==> src/rtl/wash_pkg.sv <==
// Shared types and constants for the washing-machine program sequencer:
// stage encoding, per-program stage durations and totals, and lamp patterns.
package wash_pkg;

    typedef enum logic [2:0] {
        IDLE  = 3'd0,
        FILL  = 3'd1,
        WASH  = 3'd2,
        DRAIN = 3'd3,
        SPIN  = 3'd4,
        DONE  = 3'd5
    } stage_e;

    // Program selector values
    localparam logic [1:0] MODE_QUICK  = 2'd0;
    localparam logic [1:0] MODE_NORMAL = 2'd1;
    localparam logic [1:0] MODE_HEAVY  = 2'd2;
    localparam logic [1:0] MODE_SPIN   = 2'd3;

    // Stage durations in seconds (FILL / WASH / DRAIN / SPIN)
    localparam logic [5:0] QUICK_FILL   = 6'd5;
    localparam logic [5:0] QUICK_WASH   = 6'd10;
    localparam logic [5:0] QUICK_DRAIN  = 6'd5;
    localparam logic [5:0] QUICK_SPIN   = 6'd10;

    localparam logic [5:0] NORMAL_FILL  = 6'd10;
    localparam logic [5:0] NORMAL_WASH  = 6'd40;
    localparam logic [5:0] NORMAL_DRAIN = 6'd10;
    localparam logic [5:0] NORMAL_SPIN  = 6'd20;

    localparam logic [5:0] HEAVY_FILL   = 6'd15;
    localparam logic [5:0] HEAVY_WASH   = 6'd50;
    localparam logic [5:0] HEAVY_DRAIN  = 6'd15;
    localparam logic [5:0] HEAVY_SPIN   = 6'd19;

    localparam logic [5:0] SPINONLY_FILL  = 6'd0;
    localparam logic [5:0] SPINONLY_WASH  = 6'd0;
    localparam logic [5:0] SPINONLY_DRAIN = 6'd5;
    localparam logic [5:0] SPINONLY_SPIN  = 6'd15;

    // Program totals; each equals the sum of its four stage durations
    localparam logic [6:0] QUICK_TOTAL    = 7'd30;
    localparam logic [6:0] NORMAL_TOTAL   = 7'd80;
    localparam logic [6:0] HEAVY_TOTAL    = 7'd99;
    localparam logic [6:0] SPINONLY_TOTAL = 7'd20;

    // Stage lamp patterns (bit 7 additionally shows the pause flag)
    localparam logic [7:0] LIGHT_IDLE  = 8'h00;
    localparam logic [7:0] LIGHT_FILL  = 8'h01;
    localparam logic [7:0] LIGHT_WASH  = 8'h03;
    localparam logic [7:0] LIGHT_DRAIN = 8'h07;
    localparam logic [7:0] LIGHT_SPIN  = 8'h0F;
    localparam logic [7:0] LIGHT_DONE  = 8'hFF;

    // True for the stages in which the machine is working a program
    function automatic logic isActive(input stage_e s);
        return (s == FILL) || (s == WASH) || (s == DRAIN) || (s == SPIN);
    endfunction

    // Duration of one stage of one program; non-working stages have none
    function automatic logic [5:0] stageDuration(input logic [1:0] m, input stage_e s);
        logic [5:0] d;
        d = 6'd0;
        case (m)
            MODE_QUICK: begin
                case (s)
                    FILL:    d = QUICK_FILL;
                    WASH:    d = QUICK_WASH;
                    DRAIN:   d = QUICK_DRAIN;
                    SPIN:    d = QUICK_SPIN;
                    default: d = 6'd0;
                endcase
            end
            MODE_NORMAL: begin
                case (s)
                    FILL:    d = NORMAL_FILL;
                    WASH:    d = NORMAL_WASH;
                    DRAIN:   d = NORMAL_DRAIN;
                    SPIN:    d = NORMAL_SPIN;
                    default: d = 6'd0;
                endcase
            end
            MODE_HEAVY: begin
                case (s)
                    FILL:    d = HEAVY_FILL;
                    WASH:    d = HEAVY_WASH;
                    DRAIN:   d = HEAVY_DRAIN;
                    SPIN:    d = HEAVY_SPIN;
                    default: d = 6'd0;
                endcase
            end
            default: begin
                case (s)
                    FILL:    d = SPINONLY_FILL;
                    WASH:    d = SPINONLY_WASH;
                    DRAIN:   d = SPINONLY_DRAIN;
                    SPIN:    d = SPINONLY_SPIN;
                    default: d = 6'd0;
                endcase
            end
        endcase
        return d;
    endfunction

    // Total program length, loaded into the seconds-remaining display on start
    function automatic logic [6:0] programTotal(input logic [1:0] m);
        logic [6:0] t;
        case (m)
            MODE_QUICK:  t = QUICK_TOTAL;
            MODE_NORMAL: t = NORMAL_TOTAL;
            MODE_HEAVY:  t = HEAVY_TOTAL;
            default:     t = SPINONLY_TOTAL;
        endcase
        return t;
    endfunction

    // First working stage at or after 's' with a nonzero duration; DONE if none.
    // Scanned from the back so the earliest qualifying stage wins.
    function automatic stage_e firstStageFrom(input logic [1:0] m, input stage_e s);
        stage_e r;
        r = DONE;
        if ((s <= SPIN)  && (stageDuration(m, SPIN)  != 6'd0)) r = SPIN;
        if ((s <= DRAIN) && (stageDuration(m, DRAIN) != 6'd0)) r = DRAIN;
        if ((s <= WASH)  && (stageDuration(m, WASH)  != 6'd0)) r = WASH;
        if ((s <= FILL)  && (stageDuration(m, FILL)  != 6'd0)) r = FILL;
        return r;
    endfunction

    // Stage that follows 's' in program order (SPIN is followed by DONE)
    function automatic stage_e followingStage(input stage_e s);
        stage_e r;
        case (s)
            FILL:    r = WASH;
            WASH:    r = DRAIN;
            DRAIN:   r = SPIN;
            default: r = DONE;
        endcase
        return r;
    endfunction

    // Lamp pattern for a stage, before the pause bit is merged in
    function automatic logic [7:0] lightPattern(input stage_e s);
        logic [7:0] p;
        case (s)
            FILL:    p = LIGHT_FILL;
            WASH:    p = LIGHT_WASH;
            DRAIN:   p = LIGHT_DRAIN;
            SPIN:    p = LIGHT_SPIN;
            DONE:    p = LIGHT_DONE;
            default: p = LIGHT_IDLE;
        endcase
        return p;
    endfunction

endpackage

==> src/rtl/wash_sequencer_tick_gen.sv <==
// One-second prescaler: counts enabled clock cycles and pulses 'tick' on the
// last cycle of each TICK_DIV-cycle period. Holds its count while disabled.
module tick_gen #(
    parameter int unsigned TICK_DIV = 100_000_000
) (
    input  logic clk,
    input  logic rst,
    input  logic en,
    input  logic clr,
    output logic tick
);

    localparam int unsigned CW = (TICK_DIV > 1) ? $clog2(TICK_DIV) : 1;
    localparam logic [CW-1:0] LAST = CW'(TICK_DIV - 1);

    logic [CW-1:0] count_q;
    logic [CW-1:0] count_d;

    // Next count and tick pulse; clear wins over counting
    always_comb begin
        count_d = count_q;
        tick    = 1'b0;
        if (clr) begin
            count_d = '0;
        end else if (en) begin
            if (count_q == LAST) begin
                count_d = '0;
                tick    = 1'b1;
            end else begin
                count_d = count_q + 1'b1;
            end
        end
    end

    // Count register with synchronous active-low reset
    always_ff @(posedge clk) begin
        if (!rst) begin
            count_q <= '0;
        end else begin
            count_q <= count_d;
        end
    end

endmodule

==> src/rtl/wash_sequencer.sv <==
// Washing-machine program sequencer: walks FILL -> WASH -> DRAIN -> SPIN with
// per-program durations, handles pause and door-open, and publishes the
// remaining seconds (binary and BCD), actuator enables and stage lamps.
module wash_sequencer
    import wash_pkg::*;
#(
    parameter int unsigned TICK_DIV = 100_000_000
) (
    input  logic       clk,
    input  logic       rst,
    input  logic       start,
    input  logic       pause,
    input  logic [1:0] mode,
    input  logic       door_closed,
    output logic [2:0] stage,
    output logic [6:0] secs_left,
    output logic [3:0] bcd_tens,
    output logic [3:0] bcd_ones,
    output logic       valve,
    output logic       motor,
    output logic       drain,
    output logic       door_lock,
    output logic       done,
    output logic       paused,
    output logic [7:0] st_light
);

    stage_e     stage_q,  stage_d;
    logic [6:0] secs_q,   secs_d;
    logic [5:0] cnt_q,    cnt_d;
    logic [1:0] mode_q,   mode_d;
    logic       paused_q, paused_d;
    logic       forced_q, forced_d;

    logic [3:0] tens_q;
    logic [3:0] ones_q;
    logic       valve_q;
    logic       motor_q;
    logic       drain_q;
    logic       lock_q;
    logic       done_q;
    logic [7:0] light_q;

    logic startAccept;
    logic tickEn;
    logic tick;

    // Seconds only elapse while a program is running and not paused
    assign tickEn = isActive(stage_q) && !paused_q;

    tick_gen #(
        .TICK_DIV(TICK_DIV)
    ) u_tick_gen (
        .clk (clk),
        .rst (rst),
        .en  (tickEn),
        .clr (startAccept),
        .tick(tick)
    );

    // Next-state: start acceptance, per-second countdown with stage advance,
    // then pause/door handling layered on top so a same-cycle tick still lands
    always_comb begin
        stage_d     = stage_q;
        secs_d      = secs_q;
        cnt_d       = cnt_q;
        mode_d      = mode_q;
        paused_d    = paused_q;
        forced_d    = forced_q;
        startAccept = 1'b0;

        if (((stage_q == IDLE) || (stage_q == DONE)) && start && door_closed) begin
            startAccept = 1'b1;
            mode_d      = mode;
            stage_d     = firstStageFrom(mode, FILL);
            secs_d      = programTotal(mode);
            cnt_d       = stageDuration(mode, firstStageFrom(mode, FILL));
            paused_d    = 1'b0;
            forced_d    = 1'b0;
        end else if (isActive(stage_q)) begin
            if (tick) begin
                secs_d = (secs_q == 7'd0) ? 7'd0 : (secs_q - 7'd1);
                if (cnt_q <= 6'd1) begin
                    stage_d = firstStageFrom(mode_q, followingStage(stage_q));
                    cnt_d   = stageDuration(mode_q, stage_d);
                    if (stage_d == DONE) begin
                        secs_d = 7'd0;
                    end
                end else begin
                    cnt_d = cnt_q - 6'd1;
                end
            end

            if (pause) begin
                if (!paused_q) begin
                    paused_d = 1'b1;
                end else if (door_closed) begin
                    paused_d = 1'b0;
                    forced_d = 1'b0;
                end
            end

            if (!door_closed) begin
                paused_d = 1'b1;
                forced_d = 1'b1;
            end

            if (stage_d == DONE) begin
                paused_d = 1'b0;
                forced_d = 1'b0;
            end
        end
    end

    // State and registered outputs, all derived from the next-state values
    always_ff @(posedge clk) begin
        if (!rst) begin
            stage_q  <= IDLE;
            secs_q   <= 7'd0;
            cnt_q    <= 6'd0;
            mode_q   <= 2'd0;
            paused_q <= 1'b0;
            forced_q <= 1'b0;
            tens_q   <= 4'd0;
            ones_q   <= 4'd0;
            valve_q  <= 1'b0;
            motor_q  <= 1'b0;
            drain_q  <= 1'b0;
            lock_q   <= 1'b0;
            done_q   <= 1'b0;
            light_q  <= 8'h00;
        end else begin
            stage_q  <= stage_d;
            secs_q   <= secs_d;
            cnt_q    <= cnt_d;
            mode_q   <= mode_d;
            paused_q <= paused_d;
            forced_q <= forced_d;
            tens_q   <= 4'(secs_d / 7'd10);
            ones_q   <= 4'(secs_d % 7'd10);
            valve_q  <= (stage_d == FILL) && !paused_d;
            motor_q  <= ((stage_d == WASH) || (stage_d == SPIN)) && !paused_d;
            drain_q  <= ((stage_d == DRAIN) || (stage_d == SPIN)) && !paused_d;
            lock_q   <= isActive(stage_d) && !forced_d;
            done_q   <= (stage_d == DONE);
            light_q  <= lightPattern(stage_d) | {paused_d, 7'b0};
        end
    end

    assign stage     = stage_q;
    assign secs_left = secs_q;
    assign bcd_tens  = tens_q;
    assign bcd_ones  = ones_q;
    assign valve     = valve_q;
    assign motor     = motor_q;
    assign drain     = drain_q;
    assign door_lock = lock_q;
    assign done      = done_q;
    assign paused    = paused_q;
    assign st_light  = light_q;

endmodule

==> config.mk <==
export PLATFORM = sky130hd
export DESIGN_NAME = wash_sequencer
export DESIGN_NICKNAME = d
export VERILOG_FILES = /design/src/rtl/wash_pkg.sv /design/src/rtl/wash_sequencer_tick_gen.sv /design/src/rtl/wash_sequencer.sv
export SDC_FILE = /design/constraint.sdc
export NUM_CORES = 1
export LEC_CHECK = 0
export CORE_MARGIN = 2
export CORE_UTILIZATION = 55
export DETAILED_ROUTE_END_ITERATION = 7
export GPL_ROUTABILITY_DRIVEN = 0
export HOLD_SLACK_MARGIN = 0.15
export PLACE_DENSITY = 0.77
export SYNTH_ARGS = -nofsm -noshare
export SYNTH_HDL_FRONTEND = slang
export SYNTH_HIERARCHICAL = 1
export SYNTH_SLANG_ARGS = --single-unit
export TNS_END_PERCENT = 20
==> constraint.sdc <==
create_clock -name clk -period 9.92 [get_ports clk]
set_input_delay 0.992 -clock clk [delete_from_list [all_inputs] [get_ports clk]]
set_output_delay 0.992 -clock clk [all_outputs]
set_load 0.02 [all_outputs]
### Yosys cells after proc, flatten, opt, wreduce, memory -nomap -nowiden

Cells that the tools add are included.

| word-level totals | value |
|---|---|
| output and inout port bits | 32 |
| input bits | 7 |
| logic and storage cells | 187 |
| bits in registers | 68 |

| operators by class | value |
|---|---|
| bitwise logic cells | 2 |
| reductions and logical operators | 43 |
| divide/modulo/power cells | 2 |
| equal/unequal tests | 25 |
| add/subtract/negate cells | 3 |
| order comparisons | 5 |
| multiplexer cells | 92 |

Operators with widths:

| kind | count |
|---|---|
| 6-bit 2-to-1 mux | 24 |
| 6-bit case mux with 3 select lines | 8 |
| 3-bit 2-to-1 mux | 21 |
| 4-bit case mux with 2 select lines | 6 |
| 6-bit nonzero test | 8 |
| 7-bit 2-to-1 mux | 6 |
| 8-bit case mux with 5 select lines | 1 |
| 5-bit case mux with 3 select lines | 2 |
| 27-bit by 1-bit adder with 27-bit output (second input constant) | 1 |
| 27-bit equality test (second input constant) | 1 |
| 27-bit 2-to-1 mux | 1 |
| 3-bit by 2-bit equality test with 1-bit output (second input constant) | 8 |
| 3-bit equality test (second input constant) | 8 |
| 4-bit case mux with 3 select lines | 2 |
| 7-bit case mux with 3 select lines | 1 |
| 1-bit 2-to-1 mux | 18 |
| 3-bit by 1-bit equality test with 1-bit output (second input constant) | 4 |
| 1-bit logical AND | 11 |
| 2-bit OR reduction | 5 |
| 1-bit logical OR | 9 |
| 3-bit case mux with 3 select lines | 1 |
| 8-bit 2-to-1 mux | 1 |
| 8-bit OR | 1 |
| 7-bit by 4-bit divider with 7-bit output (second input constant) | 1 |
| other kinds (16) | 23 |

### Depth between registers and ports, before layout

| depth | value |
|---|---|
| depth after elaboration | 31 |
| depth in mapped cells | 30 |
| gate-level depth less buffers | 29 |

### By module

The synthesis kept the hierarchy.

By module, submodules not included:

| module | area each (µm²) | cells an instance | seq. area each (µm²) | instances |
|---|---|---|---|---|
| wash_sequencer | 2,683.8 | 342 | 760.7 | 1 |
| tick_gen | 1,357.6 | 154 | 540.5 | 1 |

### Least setup slack after synthesis

OpenSTA, ideal clock, no wires.

| timing path | value |
|---|---|
| path kind | flip-flop to flip-flop |
| from | reg stage_q[1] (netlist: stage[1]) |
| to | reg ones_q[1] (netlist: bcd_ones[1]) |
| path buffers | 2 |
| required time | 9.799 ns |
| period minus slack after synthesis | 6.319 ns |
| setup slack | 3.601 ns |
| arrival time | 6.198 ns |
| setup time | 0.121 ns |
| cell stages (with the launch flop) | 31 |
| cells stage by stage | dfxtp_1 -> buf_4 -> or3_1 -> nand2_1 -> nor2_1 -> and3_1 -> nand3_1 -> nor4_1 -> nand3_2 -> buf_4 -> o31a_1 -> nor2_1 -> o21a_1 -> nor2_1 -> nor2_1 -> ha_1 -> nand2_1 -> o211a_2 -> xnor2_1 -> inv_1 -> ha_1 -> inv_1 -> o21ai_0 -> a221o_1 -> xnor2_1 -> ha_1 -> o21ai_0 -> nand2_1 -> mux2_2 -> nand2_1 -> mux2_2 |

| on the way | value |
|---|---|
| elaborated cells on any way between the ends | 44 |
| classes of those cells | 1 x div; 4 x order compare; 6 x eq/ne; 21 x mux; 12 x reduce/logical |

RTL lines:

| element | RTL line | text |
|---|---|---|
| start: declaration | wash_sequencer.sv:28 | `stage_e stage_q, stage_d;` |
| start signal: assignment | wash_sequencer.sv:133 | `stage_q <= stage_d;` |
| 3-bit by 1-bit equality test with 1-bit output or 3-bit by 2-bit equality test with 1-bit output (tied branches) | wash_pkg.sv:57 | `return (s == FILL) \|\| (s == WASH) \|\| (s == DRAIN) \|\| (s == SPIN);` |
| 1-bit logical OR (2 in series) | wash_pkg.sv:57 |  |
| 1-bit logical OR (*) | wash_pkg.sv:57 |  |
| 1-bit logical AND (*) | wash_sequencer.sv:49 | `assign tickEn = isActive(stage_q) && !paused_q;` |
| via tickEn | wash_sequencer.sv:45 | `logic tickEn;` |
| 1-bit 2-to-1 mux (*) | wash_sequencer_tick_gen.sv:25 | `end else if (en) begin` |
| 1-bit 2-to-1 mux (*) | wash_sequencer_tick_gen.sv:23 | `if (clr) begin` |
| via tick | wash_sequencer.sv:46 | `logic tick;` |
| 7-bit 2-to-1 mux (*) | wash_sequencer.sv:81 | `if (tick) begin` |
| 7-bit 2-to-1 mux (*) | wash_sequencer.sv:80 | `end else if (isActive(stage_q)) begin` |
| 7-bit 2-to-1 mux (*) | wash_sequencer.sv:72 | `if (((stage_q == IDLE) \|\| (stage_q == DONE)) && start && door_closed) begin` |
| 7-bit by 4-bit remainder unit with 7-bit output (*) | wash_sequencer.sv:140 | `ones_q <= 4'(secs_d % 7'd10);` |
| end signal: assignment | wash_sequencer.sv:140 |  |
| end: declaration | wash_sequencer.sv:36 | `logic [3:0] ones_q;` |

Mark *: on every way through the listed nets, which the timed path passes. The rest lies on a longest branch. The select of a mux whose other input is x is not followed.
A chain may end at the register's enable or synchronous reset.

### Worst setup path in the final report

| timing path | value |
|---|---|
| from | reg stage_q[2] (netlist: stage[2]) |
| to | reg ones_q[2] (netlist: bcd_ones[2]) |

The elaborated chain is that of the path after synthesis.

==> impl_results.md <==
- PortBufs: 38
- Power Total: 643 uW
- Post-route minimum period: 7.64 ns
- CP max-delay cell: nor4_1
- Die height: 89.7 um
- Fill count: 606
- Die W: 89.7 um
- Max-Cap Viols: 0
- Most used cell, CP: nand2_1
- Worst-margin pin slew: 1.01 ns
- Asr flop ratio synth: 0%
- Core ar.: 0.00718 mm^2
- Adder-cell share of the synthesized area: 6.81%
- CTS tree: done
- Hold WS: 0.499 ns
- Post-Syn Instances: 496
- Most used DFF post-synth: dfxtp_1
- FP Rows: 31
- Crit path arrival time: 7.89 ns
- Ys Warns: 6
- Num CTS Buffers: 9
- CP endpoint kind: flip-flop
- Status: finished, final reports clean
- Cell taking the most area after synthesis: dfxtp_1
- Total Wirelength: 9660 um
- DP HPWL: 7050 um
- Inserted Diodes: 0
- Initial Utilization: 56.3%
- Setup TNS: 0 ns
- Nets: 556
- Worst Path Max Fanout: 14
- Post-synthesis compound-gate area fraction: 19.8%
- CTS sink count: 65
- Relative slew slack: 31.8%
- Vias: 3793
- Top post-synthesis cells by area: dfxtp_1 (32%), ha_1 (6.8%), nor2_1 (5.9%)
- Drc violations: 0
- Pwr Density: 139 mW/mm^2
- Routed len/inst: 15.3 um
- RSZ-0062 raised after global routing: no
- Post-Syn Area: 0.00404 mm^2
- Fin. max-slew vios: 0
- I/O pin total: 39
- Die ar.: 0.00805 mm^2
- Gr usage total: 24.4%
- WP data required: 10.17 ns
- Root buf cell: clkbuf_8
- CP Class: flip-flop to flip-flop
- Vias in the first global route: 3595
- Top cell type's share of synthesized area: 32.2%
- Pleak: 1.67 nW
- Hold Crit Class: flip-flop to flip-flop
- Max Root-Sink Buffers: 2
- Starting DRC count in detailed routing: 294
- Final hold violation count: 0
- Final Cycle Share: 77.0%
- ANT nets after route: 0
- First-pass GRT wire length: 16600 um
- Initial antenna violation count: 0
- Largest net degree at the start of global routing: 26
- Buffers & Inverters on Critical Path: 3
- CP top delay family: simple AND/OR/NAND/NOR gates
- Clk_lat worst skew: 0.36 ns
- Final Core Density: 64.7%
- Post CTS Setup Buffer Count: 0
- Final setup viols: 0
- Mux cell area share after synthesis: 2.72%
- Syn nets: 525
- Gr ovfl total: 0
- Worst vdd ir: 99.8 uV
- Hold Buf Count CTS: 0
- Unique masters post-synth: 72
- Critical Path Source Type: flip-flop
- Synth Area in Simple Gates: 28.8%
- Fmax: 131 MHz
- Post-synth EDFFs: 0
- Post-synthesis area per instance: 8.15 um^2
- Flops & latches, synth: 65
- Largest family of logic cells by synthesized area: simple AND/OR/NAND/NOR gates
- Biggest cell delay along the critical path: 0.81 ns
- Layout cells sized above 1: 8.83%
- Post-CTS Resized: 0
- H-tree Lvls: 3
- TritonRoute pass-1 iters: 5
- DR vias/cell: 6.01
- Post-Synth XOR/XNOR Area: 4.98%
- Layout Skew: 0.00842 ns
- Worst-path clk slew: 0.08 ns
- Sequential share of the synthesized area: 32.2%
- Syn-to-layout area delta: 14.8%
synthesized netlist by cell type (4+ instances only):
master	instances
nor3_1	12
nand2b_1	4
nor2_1	64
a31oi_1	6
inv_1	17
nand2_1	47
buf_2	5
or3_1	10
mux2_2	4
dfxtp_1	65
ha_1	22
and2_1	9
and3_1	6
xnor2_1	13
nor2b_1	5
clkbuf_1	6
xor2_1	10
o31ai_1	11
a21oi_1	35
nand4_1	13
o21a_1	4
a211oi_1	4
nand3_1	14
nor4_1	6
buf_4	6
o21ai_0	21
mux2i_1	5
or4_1	9
path summary, 6_finish.rpt:
check | start | end | slack [ns] | cells past startpoint
max | stage[2] | bcd_ones[2] | 2.28 | 27
min | u_tick_gen/count_q[26] | u_tick_gen/count_q[26] | 0.50 | 2
max reg2reg | stage[2] | bcd_ones[2] | 2.28 | 27
min reg2reg | u_tick_gen/count_q[26] | u_tick_gen/count_q[26] | 0.50 | 2
layout make-up:
| cell class | count | area, um^2 | area share (%) |
|---|---|---|---|
| clock inverter | 7 | 77.6 | 1.67 |
| inverter | 20 | 75.1 | 1.62 |
| sequential | 65 | 1300 | 28.0 |
| tap | 99 | 124 | 2.67 |
| multi-input combinational | 392 | 2550 | 55.0 |
| timing repair buffer | 39 | 388 | 8.36 |
| clock buffer | 9 | 124 | 2.67 |
where the power goes:
group          leakage, nW  switching (mW)  internal, mW
combinational         1.04          0.0786        0.0573
clock                0.100           0.112         0.118
sequential           0.527         0.00687         0.270
total                 1.67           0.197         0.446
through the flow:
step / std cells / instance area [um^2] / setup slack [ns]
finish: 631 / 4640 / 2.28
floorplan: 496 / 4040 / 3.60
global route: 631 / 4640 / 1.58
CTS: 631 / 4640 / 2.40
global placement: 615 / 4440 / 2.52
detailed placement: 615 / 4440 / 2.06
layout by cell type (no fill, tap or decap), types with 5 or more instances in the layout:
master / count
nor2b_1: 5
xor2_1: 10
o21ai_0: 21
a31oi_1: 6
o31ai_1: 11
and2_1: 9
or3_1: 10
xnor2_1: 13
nor3_1: 12
nand4_1: 13
nor4_1: 6
ha_1: 22
nor2_1: 64
clkbuf_8: 9
dfxtp_1: 65
clkdlybuf4s50_1: 38
inv_1: 17
mux2i_1: 5
and3_1: 6
nand3_1: 14
nand2_1: 47
or4_1: 9
a21oi_1: 35
worst reg2reg max path, stage by stage, from the launching register on:
cell and delay (ns):
dfxtp_1 0.62, or3_1 0.30, nand2_1 0.12, nor2_1 0.35
and3_1 0.34, nand3_1 0.18, nor4_1 0.81, nand3_2 0.48
or3_1 0.49, xor2_1 0.15, o21a_1 0.24, clkinv_1 0.15
ha_1 0.29, nand2_1 0.15, o211a_2 0.33, xnor2_1 0.31
inv_1 0.12, ha_1 0.22, inv_1 0.05, o21ai_0 0.08
a221o_1 0.44, xnor2_1 0.18, ha_1 0.25, o21ai_0 0.10
nand2_1 0.07, mux2_2 0.28, nand2_1 0.11, mux2_2 0.33
kinds of logic after synthesis:
kind of cell,count (synthesis)
simple gates,220
compound gates,117
flops,65
buf+inv,39
xor+xnor,23
fa+ha+maj,22
mux,10
state kept, by name (all words and copies together), names as in the netlist:
signal              cells
stage                   3
motor                   1
paused                  1
done                    1
door_lock               1
cnt_q                   6
drain                   1
forced_q                1
u_tick_gen/count_q     27
bcd_ones                3
bcd_tens                4
valve                   1
st_light                6
secs_left               7
mode_q                  2
routing by layer:
metal	vias up	wire, um	track usage (%)
met4	0	182	8.85
met3	17	521	5.87
li1	1868	-	-
met5	-	0	0
met1	1783	4490	31.8
met2	125	4470	39.4
No activity file was read; power rests on OpenSTA's default activity.
